[config.mk]
export PLATFORM = sky130hd
export DESIGN_NAME = seq_alu
export DESIGN_NICKNAME = d
export VERILOG_FILES = /design/src/rtl/alu_pkg.sv /design/src/rtl/shift_add_mul.sv /design/src/rtl/seq_alu.sv
export SDC_FILE = /design/constraint.sdc
export NUM_CORES = 1
export LEC_CHECK = 0
export ABC_AREA = 1
export ABC_CLOCK_PERIOD_IN_PS = 2650
export CAP_MARGIN = 20
export CORE_UTILIZATION = 45
export CTS_CLUSTER_DIAMETER = 200
export CTS_CLUSTER_SIZE = 24
export DETAILED_ROUTE_END_ITERATION = 7
export MAX_ROUTING_LAYER = met4
export PLACE_DENSITY = 0.71
export RECOVER_POWER = 50
export SETUP_SLACK_MARGIN = 0.15
export SLEW_MARGIN = 40
export SYNTH_ARGS = -nofsm -noshare
export SYNTH_HDL_FRONTEND = slang
export SYNTH_HIERARCHICAL = 1
export SYNTH_SLANG_ARGS = --single-unit
[constraint.sdc]
create_clock -name clk -period 2.65 [get_ports clk]
set_clock_uncertainty 0.05 [all_clocks]
set_input_delay 0.265 -clock clk [delete_from_list [all_inputs] [get_ports clk]]
set_output_delay 0.265 -clock clk [all_outputs]
set_load 0.1 [all_outputs]
[src/rtl/alu_pkg.sv]
// Shared opcode map, FSM encoding and flag layout for the sequential ALU.
package alu_pkg;

    localparam logic [2:0] OP_ADD  = 3'b000;
    localparam logic [2:0] OP_SUB  = 3'b001;
    localparam logic [2:0] OP_MUL  = 3'b010;
    localparam logic [2:0] OP_AND  = 3'b011;
    localparam logic [2:0] OP_OR   = 3'b100;
    localparam logic [2:0] OP_NOT  = 3'b101;
    localparam logic [2:0] OP_XOR  = 3'b110;
    localparam logic [2:0] OP_XNOR = 3'b111;

    localparam logic [1:0] S_IDLE = 2'd0;
    localparam logic [1:0] S_MUL  = 2'd1;
    localparam logic [1:0] S_DONE = 2'd2;

    localparam int F_ZERO  = 1;
    localparam int F_CARRY = 0;

    function automatic logic [1:0] make_flags(input logic zero, input logic carry);
        make_flags          = 2'b00;
        make_flags[F_ZERO]  = zero;
        make_flags[F_CARRY] = carry;
    endfunction

endpackage

[src/rtl/shift_add_mul.sv]
// Iterative unsigned multiplier, one shift-add step per cycle, LSB of b first.
// done is asserted on the cycle of the final step; product is that step's sum, valid with done.
module shift_add_mul #(
    parameter int WIDTH = 8
) (
    input  logic                 clk,
    input  logic                 rst,
    input  logic                 start,
    input  logic [WIDTH-1:0]     a,
    input  logic [WIDTH-1:0]     b,
    output logic                 done,
    output logic [2*WIDTH-1:0]   product
);

    localparam int CW = $clog2(WIDTH) + 1;

    logic                 busy;
    logic [CW-1:0]        cnt;
    logic [2*WIDTH-1:0]   acc;
    logic [2*WIDTH-1:0]   mcand;
    logic [WIDTH-1:0]     mplier;
    logic [2*WIDTH-1:0]   next_acc;

    // The last step is summed combinationally so the caller can register it on the same edge.
    assign next_acc = acc + (mplier[0] ? mcand : '0);
    assign product  = next_acc;
    assign done     = busy && (cnt == CW'(WIDTH - 1));

    always_ff @(posedge clk or posedge rst) begin
        if (rst) begin
            busy   <= 1'b0;
            cnt    <= '0;
            acc    <= '0;
            mcand  <= '0;
            mplier <= '0;
        end else if (start) begin
            busy   <= 1'b1;
            cnt    <= '0;
            acc    <= '0;
            mcand  <= {{WIDTH{1'b0}}, a};
            mplier <= b;
        end else if (busy) begin
            acc <= next_acc;
            if (done) begin
                busy <= 1'b0;
                cnt  <= '0;
            end else begin
                cnt    <= cnt + CW'(1);
                mcand  <= mcand << 1;
                mplier <= mplier >> 1;
            end
        end
    end

endmodule

[src/rtl/seq_alu.sv]
// Handshaked ALU: non-MUL results 1 edge after accept, MUL after WIDTH edges.
// Result held stable under out_ready=0; a new op is accepted in DONE only alongside the output transfer.
module seq_alu #(
    parameter int WIDTH = 8
) (
    input  logic                 clk,
    input  logic                 rst,
    input  logic                 in_valid,
    output logic                 in_ready,
    input  logic [WIDTH-1:0]     a,
    input  logic [WIDTH-1:0]     b,
    input  logic [2:0]           opcode,
    output logic                 out_valid,
    input  logic                 out_ready,
    output logic [2*WIDTH-1:0]   rslt,
    output logic [1:0]           flags
);

    import alu_pkg::*;

    logic [1:0]           state;
    logic                 accept;
    logic                 mul_start;
    logic                 mul_done;
    logic [2*WIDTH-1:0]   mul_product;
    logic [WIDTH:0]       sum;
    logic [WIDTH:0]       diff;
    logic [2*WIDTH-1:0]   alu_res;
    logic                 alu_carry;

    assign in_ready  = (state == S_IDLE) || (state == S_DONE && out_ready);
    assign accept    = in_valid && in_ready;
    assign mul_start = accept && (opcode == OP_MUL);

    assign sum  = {1'b0, a} + {1'b0, b};
    assign diff = {1'b0, a} - {1'b0, b};

    always_comb begin
        alu_res   = '0;
        alu_carry = 1'b0;
        case (opcode)
            OP_ADD: begin
                alu_res   = {{(WIDTH-1){1'b0}}, sum};
                alu_carry = sum[WIDTH];
            end
            // diff[WIDTH] doubles as the sign of the difference and the borrow
            OP_SUB: begin
                alu_res   = {{(WIDTH-1){diff[WIDTH]}}, diff};
                alu_carry = diff[WIDTH];
            end
            OP_AND:  alu_res = {{WIDTH{1'b0}}, a & b};
            OP_OR:   alu_res = {{WIDTH{1'b0}}, a | b};
            OP_NOT:  alu_res = {{WIDTH{1'b0}}, ~a};
            OP_XOR:  alu_res = {{WIDTH{1'b0}}, a ^ b};
            OP_XNOR: alu_res = {{WIDTH{1'b0}}, ~(a ^ b)};
            default: alu_res = '0;
        endcase
    end

    shift_add_mul #(.WIDTH(WIDTH)) u_mul (
        .clk     (clk),
        .rst     (rst),
        .start   (mul_start),
        .a       (a),
        .b       (b),
        .done    (mul_done),
        .product (mul_product)
    );

    always_ff @(posedge clk or posedge rst) begin
        if (rst) begin
            state     <= S_IDLE;
            out_valid <= 1'b0;
            rslt      <= '0;
            flags     <= 2'b00;
        end else begin
            case (state)
                S_IDLE, S_DONE: begin
                    if (accept) begin
                        if (opcode == OP_MUL) begin
                            state     <= S_MUL;
                            out_valid <= 1'b0;
                        end else begin
                            state     <= S_DONE;
                            out_valid <= 1'b1;
                            rslt      <= alu_res;
                            flags     <= make_flags(alu_res == '0, alu_carry);
                        end
                    end else if (state == S_DONE && out_ready) begin
                        state     <= S_IDLE;
                        out_valid <= 1'b0;
                    end
                end
                S_MUL: begin
                    if (mul_done) begin
                        state     <= S_DONE;
                        out_valid <= 1'b1;
                        rslt      <= mul_product;
                        flags     <= make_flags(mul_product == '0, 1'b0);
                    end
                end
                default: begin
                    state     <= S_IDLE;
                    out_valid <= 1'b0;
                end
            endcase
        end
    end

endmodule
# After elaboration in Yosys (flattened, before gate mapping)
# Cells that the tools add are included.
dict set report word_totals {
  inputBits 23
  out_inout_bits 20
  reg_bits 66
  wordCells 83
}
dict set report op_classes {
  reduce_logical 15
  n_mux 35
  eq_ne 15
  n_addsub 4
  bitwise_logic 5
}
# operator n
set op_table {}
lappend op_table {{16-bit two-way mux} 9}
lappend op_table {{16-bit one-hot mux with 7 select lines} 1}
lappend op_table {{16-bit zero test} 2}
lappend op_table {{16-bit one-hot mux with 2 select lines} 1}
lappend op_table {{8-bit two-way mux} 3}
lappend op_table {{16-bit adder} 1}
lappend op_table {{8-bit NOT} 2}
lappend op_table {{2-bit two-way mux} 7}
lappend op_table {{3-bit equality test, second input constant} 4}
lappend op_table {{4-bit two-way mux} 3}
lappend op_table {{8-bit by 8-bit adder with 9-bit output} 1}
lappend op_table {{8-bit by 8-bit subtractor with 9-bit output} 1}
lappend op_table {{8-bit bitwise AND} 1}
lappend op_table {{2-bit != test, second input constant} 4}
lappend op_table {{8-bit bitwise OR} 1}
lappend op_table {{2-bit one-hot mux with 2 select lines} 2}
lappend op_table {{8-bit XOR} 1}
lappend op_table {{1-bit two-way mux} 7}
lappend op_table {{3-bit by 2-bit equality test with 1-bit output, second input constant} 2}
lappend op_table {{4-bit by 1-bit adder with 4-bit output, second input constant} 1}
lappend op_table {{4-bit by 3-bit equality test with 1-bit output, second input constant} 1}
lappend op_table {{1-bit logical AND} 4}
lappend op_table {{1-bit one-hot mux with 2 select lines} 2}
lappend op_table {{2-bit AND reduction} 2}
lappend op_table {{10 further kinds} 11}

# Logic depth before layout (Yosys ltp)
dict set report depth {
  word_depth 7
  mapped_depth 19
  mapped_depth_nobuf 17
}

# Cells and area by module
# The synthesis kept the hierarchy.
# module seq_area_each_um2 n_inst area_per_inst_um2 cells_per_inst
set by_module_without_submodules {}
lappend by_module_without_submodules {shift_add_mul 1126.1 1 2955.3 394}
lappend by_module_without_submodules {seq_alu 500.5 1 2357.3 388}

# Least setup slack after synthesis
# OpenSTA, ideal clock, no wires.
dict set report synth_path {
  path_kind {register -> register}
  startpoint {reg, netlist name out_valid}
  endpoint {reg u_mul.mcand[10]}
  t_required_ns 2.479
  synth_period_minus_slack_ns 3.656
  t_arrival_ns 3.485
  stages_incl_launch_ff 11
  setup_time_ns 0.121
  path_slack_ns -1.006
  cell_sequence {dfrtp_1 -> a21oi_1 -> nand3_1 -> inv_1 -> buf_6 -> inv_2 -> nand2_2 -> inv_2 -> buf_4 -> a22oi_1 -> inv_1}
}
# element line
set synth_lines {}
lappend synth_lines {{to (signal assigned)} shift_add_mul.sv:40} ;# mcand <= {{WIDTH{1'b0}}, a};
lappend synth_lines {{to (signal assigned)} shift_add_mul.sv:49} ;# mcand <= mcand << 1;
lappend synth_lines {{to (decl)} shift_add_mul.sv:20} ;# logic [2*WIDTH-1:0] mcand;

# Final worst setup path
dict set report layout_path {
  startpoint {reg u_mul.mplier[0]}
  endpoint {reg flags[1]}
}
dict set report layout_between {
  elab_chain_len 5
}
# element line
set layout_rtl {}
lappend layout_rtl {{from (decl)} shift_add_mul.sv:21} ;# logic [WIDTH-1:0] mplier;
lappend layout_rtl {{from (signal assigned)} shift_add_mul.sv:50} ;# mplier <= mplier >> 1;
lappend layout_rtl {{16-bit two-way mux} shift_add_mul.sv:25} ;# assign next_acc = acc + (mplier[0] ? mcand : '0);
lappend layout_rtl {{16-bit adder} shift_add_mul.sv:25}
lappend layout_rtl {{named net mul_product[8]} seq_alu.sv:25} ;# logic [2*WIDTH-1:0] mul_product;
lappend layout_rtl {{16-bit zero test} seq_alu.sv:99} ;# flags <= make_flags(mul_product == '0, 1'b0);
lappend layout_rtl {{2-bit two-way mux} seq_alu.sv:95} ;# if (mul_done) begin
lappend layout_rtl {{2-bit one-hot mux with 2 select lines} seq_alu.sv:77} ;# case (state)
lappend layout_rtl {{to (signal assigned)} seq_alu.sv:87} ;# flags <= make_flags(alu_res == '0, alu_carry);
lappend layout_rtl {{to (signal assigned)} seq_alu.sv:99}
lappend layout_rtl {{to (decl)} seq_alu.sv:16} ;# output logic [1:0] flags
# The timed path passes the listed nets, and every way through them passes these cells. The select of a mux whose other input is x is not followed.
# A chain may end at the register's enable or synchronous reset.

==> impl_metrics.json <==
{
  "worst_hold_path_type": "input pin to flop",
  "min-delay-start": "b[0]",
  "cts_tree": "yes",
  "crit_type": "flop to flop",
  "slowest_stage": "dfrtp_2",
  "cp_common_cell": "nand2_1",
  "first_pass_iters": 5,
  "cp-start-kind": "flop",
  "synth_area_leaders": "dfrtp_1, nand2_1, ha_1",
  "syn_inst": 782,
  "worstMarginPinSlew_ns": 1.284,
  "maxCapViolations": 0,
  "syn_nets": 848,
  "hold_path_depth": 3,
  "worst-endpoint-required_ns": 2.87,
  "vias_per_cell": 5.175,
  "seq_power_share_pct": 24.5,
  "synth-seq-area-share_pct": 30.62,
  "die_x_um": 110.7,
  "place_congestion": 0.9443,
  "initial_core_util_pct": 46.33,
  "wl_um": 14860,
  "synth-edff-count": 0,
  "io_pins": 43,
  "combPwrFrac_pct": 56.1,
  "drtIter0Drc": 397,
  "worst_setup_path_end_kind": "flop",
  "hpwl_um": 11600,
  "max_freq_mhz": 390.7,
  "worstPathMaxFanout": 7,
  "die_area_mm2": 0.01224,
  "synth_area_per_cell_um2": 6.794,
  "overflow": 0,
  "hold_viol": 0,
  "ff2ff_path_depth": 16,
  "fin_nets": 943,
  "vdd_drop_max_v": 0.001047,
  "track_usage_pct": 25.51,
  "p_int_mw": 3.600,
  "antenna_found_initial": 0,
  "whs_endpoint": "u_mul/mplier[0]",
  "rsz0062_at_grt": "yes",
  "core.rowCount": 39,
  "clk_latency_ns": 0.34,
  "power.switching_mw": 3.138,
  "p_total_mw": 6.738,
  "p_clk_share_pct": 19.3,
  "wl_per_cell_um": 14.50,
  "cts_root_buffer": "clkbuf_16",
  "antenna_cells": 0,
  "path_cells": "buf_6, nand2_1, inv_2, ha_4, buf_4, nand2_1, nand2_1, a21oi_2, nand2_2, xor2_2, or2_4, nor3_4, nand3_1, o21ai_1, nor2_1, nor2_1",
  "yosysUniqueCellTypes": 43,
  "grt_max_degree": 30,
  "port_buffers": 42,
  "core_area_mm2": 0.01147,
  "drc": 0,
  "power.static_leakage_nw": 3.727,
  "worstPathArrival_ns": 2.78,
  "synth-main-ff-cell": "dfrtp_1",
  "slew_headroom_pct": 14.28,
  "num-fill-cells": 1057,
  "grt_pass1_vias": 5029,
  "yosysTopAreaCellShare_pct": 30.62,
  "reg2reg_slack_ns": 0.09,
  "vias": 5304,
  "htree_levels": 3,
  "final_core_util_pct": 58.92,
  "ys_warn_count": 6,
  "setup_viol": 0,
  "min_period_ns": 2.560,
  "r2r_start": "u_mul/mplier[0]",
  "syn_area_mm2": 0.005313,
  "period_share_pct": 96.59,
  "outcome": "finished, final reports clean",
  "rr_endpoint": "flags[1]",
  "cts_buffers": 9,
  "drive_above_1_share_pct": 19.39,
  "die_h_um": 110.7,
  "maxSlewViolCount": 0,
  "p_sw_share_pct": 46.58,
  "synth_seq_cells": 65,
  "numClockSinks": 65,
  "powerDensity_mw_per_mm2": 997.3,
  "netlist.top_cell.by_area": "dfrtp_1",
  "cts_buffer_depth": 2,
  "async_reset_ff_share_pct": 100.0,
  "slowest_delay_ns": 0.47,
  "grt_pass1_wl_um": 24190,
  "final_antenna_net_count": 0,
  "clk_pin_slew_ns": 0.06,
  "area_growth_pct": 27.18
}
[cell usage after synthesis (8+ instances only)]
library cell  instances
a21oi_1              30
a22oi_1               8
buf_2                 8
dfrtp_1              65
ha_1                 40
inv_1               123
inv_2                12
nand2_1             238
nand3_1              59
nand4_1              12
nor2_1               66
o21ai_0              27
[state kept, by name, summed over array words and instances, names as in the netlist]
name,flops
out_valid,1
rslt,16
flags,2
u_mul/mplier,8
u_mul/cnt,4
u_mul/mcand,16
u_mul/busy,1
state,1
u_mul/acc,16
[cells by family (layout without fill, tap and decap cells)]
group / after synthesis / in the layout / share of synthesized area, %
adders and majority gates: 43 / 43 / 10.55
xor gates and xnor gates: 9 / 9 / 2.049
buffers and inverters: 158 / 258 / 12.27
muxes: 1 / 1 / 0.1884
DFF: 65 / 65 / 30.62
and+or+nand+nor: 415 / 415 / 34.06
AOI/OAI and AO/OA: 91 / 91 / 10.27
[cells in the final DEF (no fill, tap or decap), drive strengths merged, types with 3 or more instances in the layout]
| cell | instances |
|---|---|
| clkdlybuf4s50 | 20 |
| a22o | 6 |
| nand3b | 4 |
| a21oi | 31 |
| clkinv | 5 |
| or2 | 5 |
| ha | 40 |
| nor3 | 9 |
| o21ai | 31 |
| and2 | 7 |
| a22oi | 8 |
| nand3 | 63 |
| o211ai | 4 |
| clkbuf | 19 |
| buf | 74 |
| xor2 | 7 |
| o221ai | 7 |
| nand4 | 12 |
| fa | 3 |
| dfrtp | 65 |
| inv | 134 |
| nand2 | 243 |
| nor2 | 69 |
[per-stage QoR]
stage / TNS, ns / instances / setup WS, ns / instance area [µm²] / hold WS, ns
CTS: 0 / 1020 / 0.1529 / 6595 / 0.2520
finish: 0 / 1025 / 0.09046 / 6756 / 0.3475
floorplan: 0 / 782 / 0.1833 / 5376 / 0.1788
global placement: -0.05624 / 1001 / -0.05624 / 6216 / 0.4193
global route: -0.05202 / 1025 / -0.05202 / 6756 / 0.3687
detailed placement: -0.07423 / 1001 / -0.07423 / 6216 / 0.4227
[critical path: cells and delay by family (launching register included)]
family                     cells  cell delay (ns)
buffers and inverters          3             0.35
DFF                            1             0.47
and+or+nand+nor                9             0.96
xor gates and xnor gates       1             0.16
adders and majority gates      1             0.21
AOI/OAI and AO/OA              2             0.29
[area by class of cell]
class / count / area [µm²] / share of cell area (%)
multi-input combinational: 559 / 3277 / 48.50
sequential: 65 / 1629 / 24.11
timing repair buffer: 106 / 829.5 / 12.28
inverter: 136 / 513.0 / 7.593
clock buffer: 10 / 239.0 / 3.537
tap: 143 / 178.9 / 2.648
clock inverter: 6 / 90.09 / 1.333
[metal layers]
metal / vias to the layer above / GRT usage (%) / routed length [µm]
li1: 2662 / - / -
met1: 2483 / 35.03 / 7179
met2: 139 / 38.26 / 6637
met3: 20 / 5.358 / 779
met4: 0 / 6.844 / 264
met5: - / - / 0
[what timing repair did]
item	CTS	global route
resized for setup	10	42
setup buffers	3	4
pin swaps	2	19
endpoints found under the setup margin	1	3
cloned	0	1
hold buffers	0	0
[how the worst max path moves through the flow]
stage                          startpoint        to  slack [ns]  cells past startpoint
after floorplan           u_mul/mplier[0]  flags[1]        0.18                     16
after global placement               b[0]  flags[1]       -0.06                     17
after detailed placement             b[0]  flags[1]       -0.07                     17
after CTS                 u_mul/mplier[0]  flags[1]        0.15                     18
after global routing      u_mul/mplier[0]  flags[1]       -0.05                     16
final                     u_mul/mplier[0]  flags[1]        0.09                     16
[power by group through the flow]
| stage | sequential (mW) | clock (mW) | combinational [mW] |
|---|---|---|---|
| 2_1_floorplan | 2.20 | 0 | 1.87 |
| 3_3_place_gp | 1.63 | 0 | 3.44 |
| 3_5_place_dp | 1.63 | 0 | 3.47 |
| 4_1_cts | 1.62 | 1.33 | 3.56 |
| 5_1_grt | 1.69 | 1.37 | 4.12 |
| 6_report | 1.65 | 1.30 | 3.78 |
No activity file was read; power rests on OpenSTA's default activity.
